### src/rtl/unified_mem_responder.sv
// unified_mem_responder: byte memory shared by a fetch port and a data port; MEM_WAIT_STATE_EN adds WAIT_CYCLES wait states
module unified_mem_responder #(
  parameter int ADDR_W = 8,
  parameter int WAIT_CYCLES = 2
) (
  input  logic              clk,
  input  logic              rst,
  input  logic              i_req,
  input  logic [ADDR_W-1:0] i_addr,
  output logic              i_ack,
  output logic [31:0]       i_rdata,
  input  logic              d_req,
  input  logic              d_we,
  input  logic [ADDR_W-1:0] d_addr,
  input  logic [2:0]        d_func3,
  input  logic [31:0]       d_wdata,
  output logic              d_ack,
  output logic [31:0]       d_rdata,
  output logic              d_err
);
  typedef enum logic [1:0] {IDLE, WAIT, RESP} state_t;
  state_t state, state_n;
  logic [7:0] mem [2**ADDR_W];
  logic fair, gd, rwe, grant, pick_d, last, err, resp;
  logic [ADDR_W-1:0] ra;
  logic [2:0] rf3;
  logic [31:0] rwd, word, sh, ld, wlane;
  logic [3:0] mask;
  assign grant = i_req | d_req;
  assign pick_d = d_req & ~(fair & i_req);
`ifdef MEM_WAIT_STATE_EN
  localparam bit use_wait = WAIT_CYCLES > 0;
  localparam int cw = WAIT_CYCLES > 1 ? $clog2(WAIT_CYCLES) : 1;
  logic [cw-1:0] cnt;
  assign last = int'(cnt) == WAIT_CYCLES - 1;
  // wait counter only advances while in WAIT
  always_ff @(posedge clk) cnt <= (rst || state != WAIT) ? '0 : cnt + 1'b1;
`else
  localparam bit use_wait = 1'b0;
  assign last = 1'b1;
`endif
  // state register
  always_ff @(posedge clk) state <= rst ? IDLE : state_n;
  // next state: a grant leaves IDLE, the counter ends WAIT, RESP always returns
  always_comb
    state_n = state == IDLE ? (grant ? (use_wait ? WAIT : RESP) : IDLE)
            : state == WAIT ? (last ? RESP : WAIT) : IDLE;
  // latch the winning request; a data ack hands the next contested slot to fetch
  always_ff @(posedge clk)
    if (rst) fair <= 1'b0;
    else if (state == IDLE && grant) begin
      fair <= 1'b0;
      gd <= pick_d;
      ra <= pick_d ? d_addr : i_addr;
      rwe <= d_we;
      rf3 <= d_func3;
      rwd <= d_wdata;
    end else if (resp && gd) fair <= 1'b1;
  assign err = rf3 == 3'b011 || rf3[2:1] == 2'b11 || (rwe && rf3[2])
             || (rf3[1:0] == 2'b01 && ra[0]) || (rf3[1:0] == 2'b10 && ra[1:0] != 2'b00);
  assign word = {mem[{ra[ADDR_W-1:2], 2'd3}], mem[{ra[ADDR_W-1:2], 2'd2}],
                 mem[{ra[ADDR_W-1:2], 2'd1}], mem[{ra[ADDR_W-1:2], 2'd0}]};
  assign sh = word >> {ra[1:0], 3'b000};
  assign ld = rf3[1:0] == 2'b00 ? {{24{~rf3[2] & sh[7]}}, sh[7:0]}
            : rf3[1:0] == 2'b01 ? {{16{~rf3[2] & sh[15]}}, sh[15:0]} : sh;
  assign wlane = rf3[1:0] == 2'b00 ? {4{rwd[7:0]}} : rf3[1:0] == 2'b01 ? {2{rwd[15:0]}} : rwd;
  assign mask = rf3[1:0] == 2'b00 ? 4'b0001 << ra[1:0] : rf3[1:0] == 2'b01 ? 4'b0011 << ra[1:0] : 4'b1111;
  // acks and read data only appear in RESP, on the granted port, and vanish under reset
  always_comb begin
    resp = state == RESP && !rst;
    i_ack = resp && !gd;
    d_ack = resp && gd;
    d_err = d_ack && err;
    i_rdata = i_ack ? word : '0;
    d_rdata = d_ack && !err && !rwe ? ld : '0;
  end
  // stores commit on the edge closing RESP; the array is never reset
  always_ff @(posedge clk)
    if (d_ack && rwe && !err)
      for (int k = 0; k < 4; k++)
        if (mask[k]) mem[{ra[ADDR_W-1:2], k[1:0]}] <= wlane[8*k +: 8];
endmodule

### config.mk
export PLATFORM = sky130hd
export DESIGN_NAME = unified_mem_responder
export DESIGN_NICKNAME = d
export VERILOG_FILES = /design/src/rtl/unified_mem_responder.sv
export SDC_FILE = /design/constraint.sdc
export NUM_CORES = 2
export LEC_CHECK = 0
export ABC_CLOCK_PERIOD_IN_PS = 4900
export CORE_ASPECT_RATIO = 2
export CORE_UTILIZATION = 44
export DETAILED_ROUTE_END_ITERATION = 6
export PLACE_DENSITY_LB_ADDON = 0.08
export SLEW_MARGIN = 20
export SYNTH_ARGS = -nofsm -noshare
export SYNTH_HDL_FRONTEND = slang
export SYNTH_SLANG_ARGS = --single-unit
### constraint.sdc
create_clock -name clk -period 4.9 [get_ports clk]
set_input_delay 0.98 -clock clk [delete_from_list [all_inputs] [get_ports clk]]
set_output_delay 0.98 -clock clk [all_outputs]
set_load 0.005 [all_outputs]
### Word-level counts from Yosys, hierarchy flattened

Memory sizes are Yosys's and may differ from the RTL's. A register that Yosys moved wholly into a read port is not among the register bits.
Cells that the tools add are included.

* shift-type cells: 3
* mux-type cells: 28
* reductions and logical operators: 25
* equality and inequality tests: 6
* bitwise operators: 8

Operator list (number)
* 2-to-1 mux 32 bit: 6
* 2-to-1 mux 8 bit: 5
* >> shifter 32 x 5 -> 32 bit: 1
* logical AND 1 bit: 12
* 2-to-1 mux 1 bit: 12
* 2-to-1 mux 4 bit: 2
* == test 2 bit, second input constant: 3
* 2-to-1 mux 2 bit: 3
* bitwise AND 1 bit: 4
* == test 2 x 1 -> 1 bit, second input constant: 2
* logical NOT 1 bit: 4
* logical NOT 2 bit: 2
* logical OR 1 bit: 4
* << shifter 1 x 2 -> 4 bit, first input constant: 1
* << shifter 2 x 2 -> 4 bit, first input constant: 1
* == test 3 x 2 -> 1 bit, second input constant: 1
* inverter 1 bit: 3
* AND reduction 2 bit: 1
* nonzero test 2 bit: 1
* OR reduction 2 bit: 1
* OR 1 bit: 1

* bits in writable memories: 2048
* input bits: 56
* output and inout port bits: 67
* memories: 1
* register bits: 48

Memories
* mem: words 256, bits a word 8, read ports 4, clocked after Yosys merged registers in 4, wr ports 4, line 23 `logic [7:0] mem [2**ADDR_W];`

### Longest topological paths before layout

* word-level depth: 9
* depth in mapped cells: 14
* mapped depth without buffers: 8

### Worst setup path before layout

No wires, ideal clock.

* path type: reg-to-reg
* start point: register rwd[0]
* end point: memory mem[103][0], data pin
* arrival time: 3793 ps
* library setup time: 702 ps
* cell stages (with the launch flop): 3
* path slack: 404 ps
* buffers on the path: 0
* path through: edfxtp_1 -> mux2i_1 -> o21ai_0

RTL lines
* start, declared: line 27 `logic [31:0] rwd, word, sh, ld, wlane;`
* start signal, assigned: line 57 `rwd <= d_wdata;`
* end, declared: line 23

==> results.json <==
{
  "clk-insertion-delay-late_ns": 0.86,
  "synth_edf_count": 2093,
  "antenna_found_initial": 14,
  "core-area_um2": 188000,
  "synth_area_leaders": "edfxtp_1 (75%), mux4_2 (14%), mux2i_1 (2.2%)",
  "synthArstFlopShare_pct": 0,
  "ctsRootBufferMaster": "clkbuf_16",
  "ys.flop_type": "edfxtp_1",
  "antenna_left": 0,
  "syn_to_final_growth_pct": 20.4,
  "yosys_warnings": 0,
  "setup_viol": 34,
  "numCtsBuffers": 190,
  "reg2reg_slack_ns": 0.72,
  "cpMaxStageDelayCell": "mux4_2",
  "hold_start": "fair$_SDFFE_PP0P_",
  "hp-class": "register to register",
  "yosysTopAreaCellShare_pct": 75.5,
  "worst-path-max-fanout": 6,
  "start_kind": "register",
  "fin_nets": 4832,
  "holdBufCountCts": 0,
  "dieArea_um2": 191000,
  "fin_util_pct": 53.4,
  "whs_path_depth": 2,
  "holdPathEnd": "fair$_SDFFE_PP0P_",
  "setup.worst_path.end_class": "primary output",
  "timing.final.crit_share_pct": 105,
  "drt_iter0_markers": 5308,
  "yosys.area.top_type": "edfxtp_1",
  "reg2reg_to": "mem[126][3]$_DFFE_PP_",
  "firstDrtPassIters": 6,
  "rsz0062_at_grt": "yes",
  "drive_above_1_share_pct": 36.7,
  "postSynthCellCount": 3949,
  "yosysSeqAreaShare_pct": 75.7,
  "critical_path.max_stage_delay_ns": 0.55,
  "synth.most_common_cell": "edfxtp_1",
  "grt_pass1_wl_mm": 370,
  "peakVddDrop_uv": 272,
  "path_cells": "buf_12 > buf_12 > buf_16 > mux4_2 > mux4_2 > a22oi_2 > nor3b_4 > buf_12 > o22ai_4 > a21oi_2 > buf_4 > a211oi_1 > buf_2",
  "syn_avg_cell_area_um2": 21.1,
  "slew_headroom_pct": 21.9,
  "die_y_um": 617,
  "via_per_inst": 5.97,
  "finalHoldViolCount": 0,
  "synth_area_um2": 83200,
  "max_freq_mhz": 195,
  "timing.critical_path.mode_cell": "buf_12",
  "synth_fp_nets": 4009,
  "finClkSkew_ns": 0.0374,
  "failed_checks": "setup timing",
  "rows": 225,
  "ys_seq_elements": 2101,
  "dp_slack_ns": -0.352,
  "synthTopCellsByCount": "edfxtp_1 (2093), mux4_2 (525), nor2_1 (324), mux2i_1 (186), nand2_1 (151)",
  "power.density_nw_per_um2": 393,
  "r2r_cells": 7,
  "status": "complete, but fails checks",
  "r2r_start": "rf3[1]$_DFFE_PP_",
  "fin_crit_ns": 5.14,
  "crit_arrival_ns": 4.16,
  "grt_max_degree": 68,
  "die_w_um": 310,
  "gr-total-overflow": 0,
  "p_total_mw": 39.4,
  "fillers": 14765,
  "ys_types": 70,
  "tightest_slew_ns": 1.16,
  "gp_congestion": 0.932,
  "leakagePower_nw": 32.8,
  "start_util_pct": 44.3,
  "clock_sinks": 2101,
  "dp_hpwl_mm": 187,
  "totalWireLength_mm": 270,
  "final.setup.worst_slack_ns": -0.240,
  "path_class": "register to primary output",
  "cts_tree": "yes",
  "worstPathRequired_ns": 3.92,
  "path_clk_slew_ns": 0.07,
  "ioPinCount": 123,
  "portBuffers": 122,
  "routed-via-count": 44186,
  "finalMaxSlewViolations": 0,
  "drv_cap": 0,
  "clk_path_buf_depth": 4,
  "cts_htree_levels": 4,
  "grt_pass1_vias": 45512,
  "grtUsageTotal_pct": 28.7,
  "wl_per_cell_um": 36.5,
  "drc": 0
}
-- through the flow --
step | instances | hold WS, ns | setup TNS (ns) | instance area [um^2]
2_1_floorplan | 3949 | 0.431 | 0 | 83200
3_3_place_gp | 6912 | 0.460 | -2.56 | 91300
3_5_place_dp | 6913 | 0.477 | -2.10 | 91400
4_1_cts | 7357 | 0.487 | -6.69 | 99700
5_1_grt | 7402 | 0.518 | -7.15 | 100000
6_report | 7406 | 0.492 | -4.95 | 100000
-- per-layer routing --
metal / global-route usage [%] / vias up / part of all wire, %
met5: 0 / - / 0.020
met4: 15.7 / 8 / 6.4
met3: 3.92 / 544 / 6.1
met2: 51.4 / 1861 / 53
met1: 32.8 / 23777 / 34
li1: - / 17996 / -
-- where the power goes --
group | total, mW | internal [mW] | leakage (nW) | switching [mW]
sequential | 20.0 | 19.9 | 18.9 | 0.0799
clock | 14.3 | 7.75 | 2.78 | 6.52
combinational | 5.19 | 2.34 | 11.1 | 2.85
total | 39.4 | 30.0 | 32.8 | 9.45
-- cell families after synthesis --
family,share of synthesized area [%]
muxes,17.3
adders and majority gates,0.0601
buffers and inverters,1.86
AOI/OAI and AO/OA,2.09
and+or+nand+nor,3.04
DFF,75.7
-- layout by cell type, fill, tap and decap left out, drive strengths merged, types with 36 or more instances in the layout --
master,n
mux2,56
mux4,527
a211oi,42
nand2,151
o22ai,36
nor2,324
o21ai,46
clkdlybuf4s50,62
mux2i,186
clkbuf,252
clkinv,66
edfxtp,2093
buf,778
-- how the worst max path moves through the flow --
stage                startpoint               endpoint  slack [ns]  cells after the start
6_report               register             d_rdata[9]       -0.24                     13
2_1_floorplan  rwd[0]$_DFFE_PP_  mem[103][0]$_DFFE_PP_        0.40                      2
4_1_cts                register            d_rdata[14]       -0.25                     14
5_1_grt                register            d_rdata[30]       -0.28                     14
3_3_place_gp           register             d_rdata[6]       -0.35                     13
3_5_place_dp           register             d_rdata[6]       -0.35                     13
-- worst max-delay path, delay by kind of cell (launching register included) --
kind,cells,cell delay (ns)
simple gates,1,0.37
mux,2,1.10
compound gates,4,0.51
buf+inv,6,0.93
flops,1,0.37
-- timing repair --
action / CTS / global route
gates resized for setup: 452 / 74
setup buffers: 107 / 58
endpoints found under the setup margin: 64 / 52
cloned: 23 / 2
pin swaps: 76 / 38
-- cell type report --
| type | count | area (um^2) | area share, % |
|---|---|---|---|
| Inverter | 7 | 30.0 | 0.0300 |
| Tap cell | 2497 | 3120 | 3.12 |
| Multi-Input combinational cell | 1607 | 19800 | 19.8 |
| Timing Repair Buffer | 865 | 8510 | 8.49 |
| Antenna cell | 5 | 12.5 | 0.0125 |
| Clock inverter | 78 | 577 | 0.575 |
| Sequential cell | 2101 | 63000 | 62.9 |
| Clock buffer | 246 | 5110 | 5.10 |
-- registers in the layout, summed over array words and instances (netlist names), named ones only --
name,flops
rwd,32
mem,2048
rwe,1
fair,1
state,1
rf3,3
gd,1
ra,8
Power figures use the tool's default switching activity.
